$ cat src/rtl/sar_adc_ctrl.sv
// Successive-approximation controller: drives trial codes to a comparator and
// resolves a WIDTH-bit result. Optional macro SAR_ADC_CTRL_CONTINUOUS_EN restarts on each handshake.
module sar_adc_ctrl #(
  parameter int WIDTH         = 10,
  parameter int SETTLE_CYCLES = 2
) (
  input  logic             clk,
  input  logic             reset,
  input  logic             start,
  input  logic             cmp_in,
  output logic [WIDTH-1:0] dac_code,
  output logic             busy,
  output logic [WIDTH-1:0] result,
  output logic             result_valid,
  input  logic             result_ready,
  output logic [1:0]       fsm_state
);

  // Result port handshake: result_valid rises with a stable result and stays
  // high, with result unchanged, until an edge where result_valid & result_ready;
  // that edge is the single transfer.

  localparam int IW = (WIDTH > 1) ? $clog2(WIDTH) : 1;
  localparam int CW = (SETTLE_CYCLES > 1) ? $clog2(SETTLE_CYCLES) : 1;
  localparam logic [CW-1:0]    CNT_LAST = CW'((SETTLE_CYCLES > 0) ? SETTLE_CYCLES - 1 : 0);
  localparam logic [IW-1:0]    TOP_IDX  = IW'(WIDTH - 1);
  localparam logic [WIDTH-1:0] MSB_CODE = WIDTH'(1) << (WIDTH - 1);

  typedef enum logic [1:0] {
    IDLE   = 2'd0,
    SETTLE = 2'd1,
    DECIDE = 2'd2,
    DONE   = 2'd3
  } state_t;

  // With no settle time every trial goes straight to its decision edge.
  localparam state_t TRIAL_ST = (SETTLE_CYCLES == 0) ? DECIDE : SETTLE;

  state_t           state, state_nx;
  logic [WIDTH-1:0] work, work_nx;
  logic [WIDTH-1:0] dac_nx, result_nx;
  logic [IW-1:0]    bit_idx, idx_nx;
  logic [CW-1:0]    cnt, cnt_nx;
  logic             valid_nx, busy_nx;
  logic             load;
  logic [WIDTH-1:0] decided, trial;

  always_ff @(posedge clk) begin
    if (reset) begin
      state        <= IDLE;
      work         <= '0;
      dac_code     <= '0;
      bit_idx      <= TOP_IDX;
      cnt          <= '0;
      result       <= '0;
      result_valid <= 1'b0;
      busy         <= 1'b0;
    end else begin
      state        <= state_nx;
      work         <= work_nx;
      dac_code     <= dac_nx;
      bit_idx      <= idx_nx;
      cnt          <= cnt_nx;
      result       <= result_nx;
      result_valid <= valid_nx;
      busy         <= busy_nx;
    end
  end

  always_comb begin
    state_nx  = state;
    work_nx   = work;
    dac_nx    = dac_code;
    idx_nx    = bit_idx;
    cnt_nx    = cnt;
    result_nx = result;
    valid_nx  = result_valid;
    busy_nx   = busy;
    load      = 1'b0;
    decided   = work;
    trial     = work;

    case (state)
      IDLE: begin
        load = start;
      end
      SETTLE: begin
        if (cnt == CNT_LAST) begin
          state_nx = DECIDE;
          cnt_nx   = '0;
        end else begin
          cnt_nx = cnt + CW'(1);
        end
      end
      DECIDE: begin
        // Only this edge looks at the comparator: keep or clear the trial bit.
        decided          = work;
        decided[bit_idx] = cmp_in;
        work_nx          = decided;
        if (bit_idx != '0) begin
          trial                   = decided;
          trial[bit_idx - IW'(1)] = 1'b1;
          dac_nx                  = trial;
          idx_nx                  = bit_idx - IW'(1);
          cnt_nx                  = '0;
          state_nx                = TRIAL_ST;
        end else begin
          result_nx = decided;
          dac_nx    = decided;
          valid_nx  = 1'b1;
          busy_nx   = 1'b0;
          state_nx  = DONE;
        end
      end
      DONE: begin
        if (result_ready) begin
          valid_nx = 1'b0;
`ifdef SAR_ADC_CTRL_CONTINUOUS_EN
          load     = 1'b1;
`else
          state_nx = IDLE;
`endif
        end
      end
      default: state_nx = IDLE;
    endcase

    if (load) begin
      state_nx = TRIAL_ST;
      dac_nx   = MSB_CODE;
      work_nx  = '0;
      idx_nx   = TOP_IDX;
      cnt_nx   = '0;
      busy_nx  = 1'b1;
    end
  end

  assign fsm_state = state;

endmodule

$ cat config.mk
export PLATFORM = sky130hd
export DESIGN_NAME = sar_adc_ctrl
export DESIGN_NICKNAME = d
export VERILOG_FILES = /design/src/rtl/sar_adc_ctrl.sv
export SDC_FILE = /design/constraint.sdc
export NUM_CORES = 1
export LEC_CHECK = 0
export ABC_AREA = 1
export CORE_UTILIZATION = 56
export DETAILED_ROUTE_END_ITERATION = 10
export PLACE_DENSITY_LB_ADDON = 0.15
export SYNTH_ARGS = -nofsm -noshare
export SYNTH_HDL_FRONTEND = slang
export SYNTH_SLANG_ARGS = --single-unit
$ cat constraint.sdc
create_clock -name clk -period 4.3 [get_ports clk]
set_clock_uncertainty 0.2 [all_clocks]
set_input_delay 0.43 -clock clk [delete_from_list [all_inputs] [get_ports clk]]
set_output_delay 0.43 -clock clk [all_outputs]
set_load 0.05 [all_outputs]
==> impl_metrics.csv, run 1 <==
group,metric,value,unit
timing,fin_crit,2.44,ns
power,peakVddDrop,0.236,mV
power,leakagePower,0.932,nW
timing,drv_slew,0,
placed_design,dp_slack,1.90,ns
synthesis,yosys-top-cells-area,"dfxtp_1 43%, nand2_1 12%, nor2_1 8.1%, nand3_1 6.9%, a21oi_1 6.6%",
layout,syn_to_final_growth,20.7,%
die,rows,20,
detailed_routing,vias,1733,
die,die-area,3470,µm²
placed_design,dpl.hpwl,2870,µm
timing,worst_pin_slew,0.798,ns
die,core,3050,µm²
setup_path,worstPathArrival,2.50,ns
synthesis,yosys_warnings,0,
setup_path,worstSetupStartpointType,"flip-flop",
cts,clock-sinks,39,
status,status,"finished, final reports clean",
synthesis,syn_nets,268,
setup_path,crit_slowest_cell,"nor2_2",
die,dieWidth,58.9,µm
synthesis,synth_commonest_cells,"57 x nand2_1, 39 x dfxtp_1, 39 x nor2_1",
synthesis,async_flop_share,0,%
grt,antenna_found_initial,0,
setup_path,path_class,"flip-flop to flip-flop",
timing,final.setup.tns,0,ns
timing,fmax,410,MHz
synthesis,synthCells,258,
setup_path,cp_num_buf_inv,3,
synthesis,synth_most_common_cell,"nand2_1",
synthesis,ys_seq_area_share,43.1,%
grt,grt_pass1_wl,6610,µm
synthesis,synth_edf_count,0,
hold_path,hold_path_class,"flip-flop to flip-flop",
timing,hold_violations,0,
synthesis,dominantRegCellSynth,"dfxtp_1",
timing,min_period_over_period,56.8,%
timing,setup_viol,0,
detailed_routing,drt_pass1_iterations,4,
synthesis,syn_area_per_cell,7.02,µm²
synthesis,synth_seq_cells,39,
synthesis,synth_top_area_share,43.1,%
cts,cts-buffers-inserted,5,
setup_path,cp_top_family,"simple AND/OR/NAND/NOR gates",
detailed_routing,routed_wl,4020,µm
synthesis,synth_top_area_cell,"dfxtp_1",
timing,rsz0062_at_grt,"no",
setup_path,crit_path_frequent_cell,"inv_2",
setup_path,crit_path_max_fanout,21,
cts,cts_resized,0,
detailed_routing,ant_nets,0,
setup_path,crit_path_cell_trace,"inv_2, nor2_2, inv_2, nor2_4, inv_2, a21oi_1, nor2_1",
die,start_util,59.3,%
placed_design,gp_congestion,0.945,
grt,grt_max_degree,22,
setup_path,crit_path_end_kind,"flip-flop",
cts,cts-root-buf,"clkbuf_4",
grt,grt_pass1_vias,1494,
grt,grt_usage,25.7,%
placed_design,port_buffers,28,
layout,fill_cells,279,
synthesis,synth_area,1810,µm²
cts,cts_tree,"built",
timing,slew-limit-headroom,46.7,%
detailed_routing,via_per_inst,5.25,
synthesis,yosysUniqueCellTypes,24,
cts,cts_buffer_depth,2,
cts,post_cts_buffers,0,
cts,cts.hold.buffers_added,0,
layout,drive_gt1_share,6.99,%
detailed_routing,wl_per_cell,12.2,µm
setup_path,worstPathRequired,4.36,ns
setup_path,critPathMaxStageDelay,0.61,ns
detailed_routing,detail_route.iter0.violations,129,
flow_run,maxCapViolCount,0,
die,die_y,58.9,µm
layout,nets,295,
layout,diodes,0,
cts,clock_latency,0.35,ns
die,io-pin-count,29,
detailed_routing,post-route-drc-count,0,
grt,grt-ovfl-total,0,
power,cellPowerDensity,308,nW/µm²
cts,clk_pin_slew_worst_paths,0.12,ns
cts,ctsHtreeMaxLevel,2,
timing,timing.final.ws_setup,1.86,ns
## tightest hold or removal path: cells and delay by family (launching register included)
| kind | cells | cell delay [ns] |
|---|---|---|
| flops | 1 | 0.33 |
| simple gates | 1 | 0.06 |
| compound gates | 1 | 0.05 |
## final timing paths
| path | startpoint | endpoint | slack, ns | cells after the start |
|---|---|---|---|---|
| setup / recovery | fsm_state[1]$_SDFFE_PP0P_ | result[2]$_SDFFE_PP0P_ | 1.86 | 7 |
| setup reg to reg | fsm_state[1]$_SDFFE_PP0P_ | result[2]$_SDFFE_PP0P_ | 1.86 | 7 |
| hold reg to reg | busy$_SDFFE_PP0P_ | busy$_SDFFE_PP0P_ | 0.27 | 2 |
| hold / removal | busy$_SDFFE_PP0P_ | busy$_SDFFE_PP0P_ | 0.27 | 2 |
## cell families (layout without fill, tap and decap cells)
logic type	after synthesis	after routing	synth area share (%)
AO/OA/AOI/OAI	47	47	13.1
adder cells (fa/ha/maj)	5	5	3.45
buffers and inverters	33	61	7.73
flip-flops	39	39	43.1
AND/OR/NAND/NOR	134	134	32.6
## area by class of cell
type | count | area (µm²) | share of cell area, %
Sequential cell | 39 | 781 | 35.7
Inverter | 25 | 93.8 | 4.29
Clock buffer | 6 | 51.3 | 2.35
Timing Repair Buffer | 28 | 280 | 12.8
Tap cell | 44 | 55.1 | 2.52
Clock inverter | 2 | 35.0 | 1.60
Multi-Input combinational cell | 186 | 891 | 40.7
## metrics by stage
stage / total power [mW] / hold slack (ns) / instance area [µm²] / utilization (%) / std cells
floorplan: 0.406 / 0.245 / 1810 / - / 258
global placement: 0.422 / 0.251 / 2100 / 68.8 / 322
detailed placement: 0.422 / 0.255 / 2100 / 68.8 / 322
CTS: 0.675 / 0.273 / 2190 / 71.6 / 330
global route: 0.694 / 0.292 / 2190 / 71.6 / 330
finish: 0.673 / 0.270 / 2190 / 71.6 / 330
## report_power, final
part / total, mW / switching, mW / leakage [nW] / internal [mW]
combinational: 0.0452 / 0.0310 / 0.568 / 0.0143
sequential: 0.369 / 0.00374 / 0.315 / 0.365
clock: 0.258 / 0.121 / 0.0482 / 0.137
total: 0.673 / 0.156 / 0.932 / 0.517
## layout by cell type, fill, tap and decap left out, types with 3 or more instances in the layout
master / netlist / routed
a21oi_1: 24 / 24
clkbuf_4: 0 / 5
clkdlybuf4s50_1: 0 / 28
dfxtp_1: 39 / 39
ha_1: 5 / 5
inv_1: 19 / 19
inv_2: 5 / 5
nand2_1: 57 / 57
nand3_1: 25 / 25
nand4_1: 5 / 5
nor2_1: 39 / 39
o21ai_0: 19 / 19
o21ai_1: 3 / 3
## flip-flops by register name, summed over array words and instances, names as in the netlist
name	count
bit_idx	4
busy	1
cnt	1
dac_code	10
fsm_state	2
result	10
result_valid	1
work	10
## metal layers
metal | vias to the layer above | track usage [%] | share of wire [%]
met5 | - | 0 | 0
met4 | 0 | 14.6 | 1.8
met3 | 9 | 4.40 | 6.7
met2 | 70 | 38.0 | 44
met1 | 766 | 35.3 | 47
li1 | 888 | - | -
(Power assumes the default switching activity.)
==> inputs of run 2 (changes only) <==
--- a/config.mk
+++ b/config.mk
@@ -6,7 +6,7 @@
 export NUM_CORES = 1
 export LEC_CHECK = 0
 export ABC_AREA = 1
-export CORE_UTILIZATION = 56
+export CORE_UTILIZATION = 52
 export DETAILED_ROUTE_END_ITERATION = 10
 export PLACE_DENSITY_LB_ADDON = 0.15
 export SYNTH_ARGS = -nofsm -noshare
==> constraint.sdc (replaced) <==
create_clock -name clk -period 2.37 [get_ports clk]
set_clock_uncertainty 0.2 [all_clocks]
set_input_delay 0.237 -clock clk [delete_from_list [all_inputs] [get_ports clk]]
set_output_delay 0.237 -clock clk [all_outputs]
set_load 0.05 [all_outputs]
==> run 2 against run 1 <==
Compared with the run above: routed wire length increased by 0.27%; via count barely moved; register-to-register slack got worse by 1.3 ns; critical path depth decreased by 6; final area up 1.0%; cell count is 2.1% higher; critical path type is now flip-flop to primary output; largest power group unchanged.
==> impl_metrics.csv, run 2 (same netlist as run 1, synthesis figures left out) <==
group,metric,value,unit
setup_path,cp_top_family,"buffers and inverters",
timing,holdWs,0.272,ns
timing,slew-limit-headroom,66.1,%
setup_path,worstPathRequired,1.93,ns
cts,cts-root-buf,"clkbuf_4",
cts,cts_buffer_depth,2,
layout,fill_cells,321,
grt,grt_usage,24.3,%
layout,diodes,0,
die,io-pin-count,29,
detailed_routing,drt_pass1_iterations,6,
setup_path,crit_slowest_cell,"clkdlybuf4s50_1",
detailed_routing,post-route-drc-count,0,
hold_path,hold_path_class,"flip-flop to flip-flop",
setup_path,path_class,"flip-flop to primary output",
setup_path,crit_path_end_kind,"primary output",
timing,fmax,482,MHz
placed_design,port_buffers,28,
setup_path,cp.depth,1,
setup_path,worstPathArrival,1.64,ns
power,cellPowerDensity,512,nW/µm²
die,start_util,54.3,%
setup_path,cp_num_buf_inv,1,
layout,final_cell_area,2210,µm²
timing,drv_slew,0,
cts,cts-buffers-inserted,5,
die,die_y,61.0,µm
layout,drive_gt1_share,8.25,%
timing,final.setup.tns,0,ns
die,dieWidth,61.0,µm
layout,reg_top3,"dac_code: 10 flops, result: 10 flops, work: 10 flops",
placed_design,dpl.hpwl,2940,µm
die,die-area,3720,µm²
cts,ctsHtreeMaxLevel,2,
flow_run,maxCapViolCount,0,
layout,nets,300,
die,rows,21,
placed_design,dp_slack,0.537,ns
setup_path,worstSetupStartpointType,"flip-flop",
cts,clk_pin_slew_worst_paths,0.10,ns
cts,clock-sinks,39,
status,status,"finished, final reports clean",
timing,rsz0062_at_grt,"no",
detailed_routing,via_per_inst,5.15,
timing,hold_violations,0,
grt,grt-ovfl-total,0,
placed_design,gp_congestion,0.936,
timing,setup_viol,0,
placed_design,placed_area,2140,µm²
timing,timing.final.ws_setup,0.294,ns
power,leakagePower,0.947,nW
cts,cts_tree,"built",
die,core,3340,µm²
power,peakVddDrop,0.296,mV
setup_path,reg2reg_depth,7,
grt,grt_pass1_wl,6550,µm
cts,cts.hold.buffers_added,0,
detailed_routing,ant_nets,0,
cts,clock_latency,0.34,ns
setup_path,critPathMaxStageDelay,0.84,ns
timing,fin_crit,2.08,ns
grt,grt_pass1_vias,1420,
cts,cts_resized,0,
hold_path,whs_path_depth,2,
detailed_routing,routed_wl,4030,µm
grt,antenna_found_initial,0,
layout,multi_input_area,891,µm²
detailed_routing,detail_route.iter0.violations,82,
cts,post_cts_buffers,0,
layout,register_area,781,µm²
detailed_routing,vias,1734,
grt,grt_max_degree,20,
timing,min_period_over_period,87.6,%
layout,syn_to_final_growth,22.0,%
setup_path,crit_path_max_fanout,7,
setup_path,crit_path_cell_trace,"clkdlybuf4s50_1",
layout,final_cell_mix,"57 x nand2_1, 39 x nor2_1, 39 x dfxtp_1",
timing,worst_pin_slew,0.507,ns
detailed_routing,wl_per_cell,12.0,µm
layout,final_common_cell,"nand2_1",
-- run 2: final cells by class --
cell class | instances | share of cell area, %
tap | 46 | 2.60
clock buffer | 8 | 3.11
multi-input combinational | 186 | 40.3
sequential | 39 | 35.3
inverter | 25 | 4.25
timing repair buffer | 33 | 14.4
-- run 2: through the flow --
stage                     total power, mW  utilization (%)  instances
after floorplan                     0.738                -        258
after global placement              0.768             64.2        329
after detailed placement            0.768             64.2        329
after CTS                            1.14             66.2        337
after global routing                 1.19             66.2        337
final                                1.13             66.2        337
-- run 2: path summary, 6_finish.rpt --
path	from	to	slack, ns
worst max-delay path	fsm_state[0]$_SDFFE_PP0P_	fsm_state[0]	0.29
worst min-delay path	busy$_SDFFE_PP0P_	busy$_SDFFE_PP0P_	0.27
worst max register to register	bit_idx[0]$_SDFFE_PP1P_	result[6]$_SDFFE_PP0P_	0.54
worst min register to register	busy$_SDFFE_PP0P_	busy$_SDFFE_PP0P_	0.27
-- run 2: per-layer routing --
metal  global-route usage [%]  vias to the layer above  share of wire, %
li1                         -                      901                 -
met1                     33.2                      775                49
met2                     35.7                       52                44
met3                     7.77                        6               5.3
met4                     9.42                        0               1.3
met5                        0                        -                 0
-- run 2: where the power goes --
part           internal (mW)  switching (mW)  leakage [nW]  total (mW)
sequential             0.662         0.00646         0.315       0.669
clock                  0.175           0.205        0.0386       0.379
combinational         0.0277          0.0564         0.594      0.0841
total                  0.865           0.268         0.947        1.13
==> edit 1, RTL diff (flow settings as in run 2) <==
Make the reset (`reset`) asynchronous in one clocked block.
--- a/src/rtl/sar_adc_ctrl.sv
+++ b/src/rtl/sar_adc_ctrl.sv
@@ -45,7 +45,7 @@
   logic             load;
   logic [WIDTH-1:0] decided, trial;
 
-  always_ff @(posedge clk) begin
+  always_ff @(posedge clk or posedge reset) begin
     if (reset) begin
       state        <= IDLE;
       work         <= '0;
Behaviour: differs if reset is asserted again (counterexample within 4 cycles, from zero or initial values and one cycle with reset high); with reset held inactive, the same outputs for 10 cycles.
==> edit 1 against run 2 <==
- sequential cell count is the same
- worst setup slack worse by 0.068 ns
- largest cell class is now registers
- routed wire length is 0.50% higher
- via count down 4.0%
- area after synthesis grew 10%
- register-to-register slack worse by 0.19 ns
- count of clock-buffer cells in the layout decreased by 1
- critical path type unchanged
- cell area rose by 8.7%
Power is not compared: it rests on default switching activity, and its combinational part moved more than twofold at a synthesized area within 25%.
==> edit 1: results (changes against run 2) <==
post-DP HPWL: 2.91 mm (-1.2%)
H-tree levels: 2 (unchanged)
GRT Util Overall: 23.2% (-1.1 points)
max_slew headroom: 66.5% (+0.41 points)
Final setup viols: 0 (unchanged)
biggest cell delay along the critical path: 0.87 ns (+0.03 ns)
critical path peak fanout: 6 (-1)
Skew-Pair Late Insertion Delay: 0.29 ns (-0.05 ns)
Slowest-stage cell, CP: clkdlybuf4s50_1
dpl cell area: 2320 sq um (+8.4%)
largest registers: dac_code (10), result (10), work (10)
CTS Buf Count: 5 (unchanged)
switching power: 1.71 mW
Worst path depth: 1 (unchanged)
Worst R2R End: dac_code[4]$_DFFE_PP0P_
initial antenna violation count: 0 (unchanged)
nets@finish: 290 (-3.3%)
Worst Reg-to-Reg Cells: 7 (unchanged)
DRT Pass-1 Iters: 4 (-2)
largest net degree at the start of global routing: 40 (+100%)
count of cell types in the netlist: 26 (+8.3%)
Vias/cell: 5.07 (-1.4%)
share of layout cells above drive strength 1: 10.4% (+2.1 points)
CP Data Arrival Time: 1.71 ns (+0.07 ns)
Ys Warns: 0 (unchanged)
Clock Root Buffer: clkbuf_8
register area share after synthesis: 49.1% (+6.0 points)
dominant cells by area after synthesis: dfrtp_1, nand2_1, nand3_1, inv_1, ha_1
setup bufs post-CTS: 0 (unchanged)
CTS Buffer Depth: 2 (unchanged)
FILL cells: 340 (+5.9%)
VDD IR max: 0.730 mV
fraction of registers with async set/reset: 100% (+100 points)
I/O Buffers: 28 (unchanged)
syn_nets: 256 (-4.5%)
CP startpoint: fsm_state[0]$_DFFE_PP0P_
reg-to-reg critical path startpoint: bit_idx[0]$_DFFE_PP1P_
Post-CTS Resized: 0 (unchanged)
Post-Route WL: 4.05 mm (+0.50%)
gpl congestion: 0.964 (+3.0%)
# diodes: 0 (unchanged)
leakage power: 1.23 nW
vias in the first global route: 1542 (+8.6%)
initial DRC count: 67 (-18%)
crit-path leading delay family: buffers and inverters
post-place setup slack: 0.349 ns (-0.189 ns)
Synth top cells by count: nand2_1, dfrtp_1, inv_1, nand3_1
Critical Path Sink: fsm_state[0]
Clock Pin Slew Worst Setup and Hold Paths: 0.08 ns (-0.02 ns)
Synth Flop Type: dfrtp_1
worst hold-check path type: in2async
status: finished clean
first-pass GRT wire length: 7.09 mm (+8.2%)
post-route setup slack: 0.226 ns (-0.0677 ns)
[edit 1: cell families (layout without fill, tap and decap cells)]
logic type	count (synthesis)	after routing	share of synthesized area (%)
and+or+nand+nor	146	146	33.4
DFF	39	39	49.1
buffers and inverters	30	65	6.91
AOI/OAI and AO/OA	24	24	6.84
adders and majority gates	6	6	3.77
[edit 1: power by group through the flow]
stage | clock network (mW) | registers, mW | logic [mW]
floorplan | 0 | 1.71 | 0.773
global placement | 0 | 1.14 | 1.86
detailed placement | 0 | 1.14 | 1.88
CTS | 0.445 | 1.13 | 1.89
global route | 0.472 | 1.17 | 2.05
finish | 0.433 | 1.13 | 1.88
[edit 1: tightest hold or removal path, stage by stage]
cell and delay [ns]:
clkdlybuf4s50_1 0.40, inv_1 0.05, buf_4 0.41
[edit 1: area by class of cell]
class	count	area, sq um	share of cell area (%)
clock buffers	7	76.3	3.18
clock inverters	1	5.00	0.208
inverters	26	103	4.27
multi-input cells	176	877	36.5
flip-flops and latches	39	978	40.7
well taps	48	60.1	2.50
repair buffers	31	303	12.6
[edit 1: how the worst min path moves through the flow]
stage | cells past startpoint | slack, ns | to
finish | 3 | 0.16 | result[4]$_DFFE_PP0P_
global route | 3 | 0.21 | result[6]$_DFFE_PP0P_
CTS | 3 | 0.18 | result[6]$_DFFE_PP0P_
detailed placement | 2 | 0.26 | cnt$_DFFE_PP0P_
global placement | 2 | 0.25 | cnt$_DFFE_PP0P_
floorplan | 3 | 0.21 | fsm_state[1]$_DFFE_PP0P_
[edit 1: stage by stage]
step / std cells / hold WS, ns / total power [mW]
after floorplan: 245 / 0.213 / 2.48
after global placement: 320 / 0.253 / 3.00
after detailed placement: 320 / 0.257 / 3.02
after CTS: 328 / 0.177 / 3.46
after global routing: 328 / 0.209 / 3.69
final: 328 / 0.159 / 3.44
[edit 1: per-layer routing]
layer | vias up | track usage [%] | part of all wire (%)
li1 | 839 | - | -
met2 | 41 | 34.7 | 44
met5 | - | 0 | 0
met1 | 777 | 31.6 | 49
met3 | 7 | 5.71 | 4.7
met4 | 0 | 11.1 | 1.9
==> edit 2, RTL diff (settings of run 2) <==
Made on the original files. Set the parameter `SETTLE_CYCLES` to 4 (it was 2).
--- a/src/rtl/sar_adc_ctrl.sv
+++ b/src/rtl/sar_adc_ctrl.sv
@@ -2,7 +2,7 @@
 // resolves a WIDTH-bit result. Optional macro SAR_ADC_CTRL_CONTINUOUS_EN restarts on each handshake.
 module sar_adc_ctrl #(
   parameter int WIDTH         = 10,
-  parameter int SETTLE_CYCLES = 2
+  parameter int SETTLE_CYCLES = 4
 ) (
   input  logic             clk,
   input  logic             reset,
Check against the original RTL: not equivalent (a bounded check fails within 4 cycles, from zero or initial values and one cycle with reset high).
==> edit 2 against run 2 <==
- sequential cell count is 1 higher
- area after synthesis increased by 5.8%
- worst setup slack better by 0.015 ns
- final cell count is 0.30% higher
- total power is 7.6% higher
- cell area grew 4.2%
- utilization up 0.70 points
- non-clock buffer count down 2
- die area up 5.6%
- routed wire length rose by 6.3%
==> edit 2: results (changes against run 2) <==
status: finished clean
post-place setup slack: 0.447 ns (-0.0905 ns)
vias in the first global route: 1604 (+13%)
count of cell types in the netlist: 27 (+13%)
Vias/cell: 5.25 (+2.1%)
post-route insts no fill: 338 (+0.30%)
dominant cells by area after synthesis: dfxtp_1, nand2_1, nor2_1, a21oi_1, nand3_1
CP Data Arrival Time: 1.62 ns (-0.02 ns)
gpl congestion: 0.896 (-4.3%)
Synth Instances: 262 (+1.6%)
critical path peak fanout: 3 (-4)
register area share after synthesis: 41.8% (-1.3 points)
VDD IR max: 0.333 mV (+13%)
Skew-Pair Late Insertion Delay: 0.29 ns (-0.05 ns)
largest net degree at the start of global routing: 19 (-5.0%)
Inst Count DP: 330 (+0.30%)
area occupied by multi-input gates: 957 sq um (+7.4%)
biggest cell delay along the critical path: 0.87 ns (+0.03 ns)
FILL cells: 312 (-2.8%)
Clock Pin Slew Worst Setup and Hold Paths: 0.07 ns (-0.03 ns)
leakage power: 0.990 nW (+4.5%)
DRT Pass-1 Iters: 4 (-2)
share of layout cells above drive strength 1: 9.25% (+1.0 points)
initial DRC count: 104 (+27%)
nets@finish: 301 (+0.33%)
-- edit 2: logic make-up (layout without fill, tap and decap cells) --
family	Yosys count	after routing	share of synthesized area (%)
buf+inv	33	63	8.29
compound gates	51	51	14.3
flops	40	40	41.8
simple gates	133	133	32.4
fa+ha+maj	5	5	3.26
-- edit 2: cell type report --
type | instances | area share, %
clock buffer | 8 | 3.91
inverter | 24 | 4.13
multi-input combinational | 189 | 41.6
sequential | 40 | 34.8
tap | 46 | 2.50
timing repair buffer | 31 | 13.1
-- edit 2: final timing paths --
kind | end | depth (start not counted) | slack [ns] | start
worst min-delay path | work[3]$_SDFFE_PP0P_ | 2 | 0.27 | work[3]$_SDFFE_PP0P_
worst max-delay path | fsm_state[0] | 1 | 0.31 | fsm_state[0]$_SDFFE_PP0P_
worst min register to register | work[3]$_SDFFE_PP0P_ | 2 | 0.27 | work[3]$_SDFFE_PP0P_
worst max register to register | result[0]$_SDFFE_PP0P_ | 7 | 0.43 | bit_idx[0]$_SDFFE_PP1P_
-- edit 2: power groups by stage --
stage	Clock [mW]	Combinational, mW	Sequential [mW]
final	0.463	0.0717	0.684
after CTS	0.473	0.0721	0.683
after floorplan	0	0.0303	0.714
after detailed placement	0	0.0716	0.699
after global placement	0	0.0718	0.699
after global routing	0.499	0.0779	0.684
-- edit 2: metal layers --
metal  vias to the layer above  share of wire, %  GRT usage (%)
li1                        913                 -              -
met1                       805                52           33.9
met2                        50                41           35.2
met3                         7               5.1           5.29
met4                         0               1.4           9.30
met5                         -                 0              0
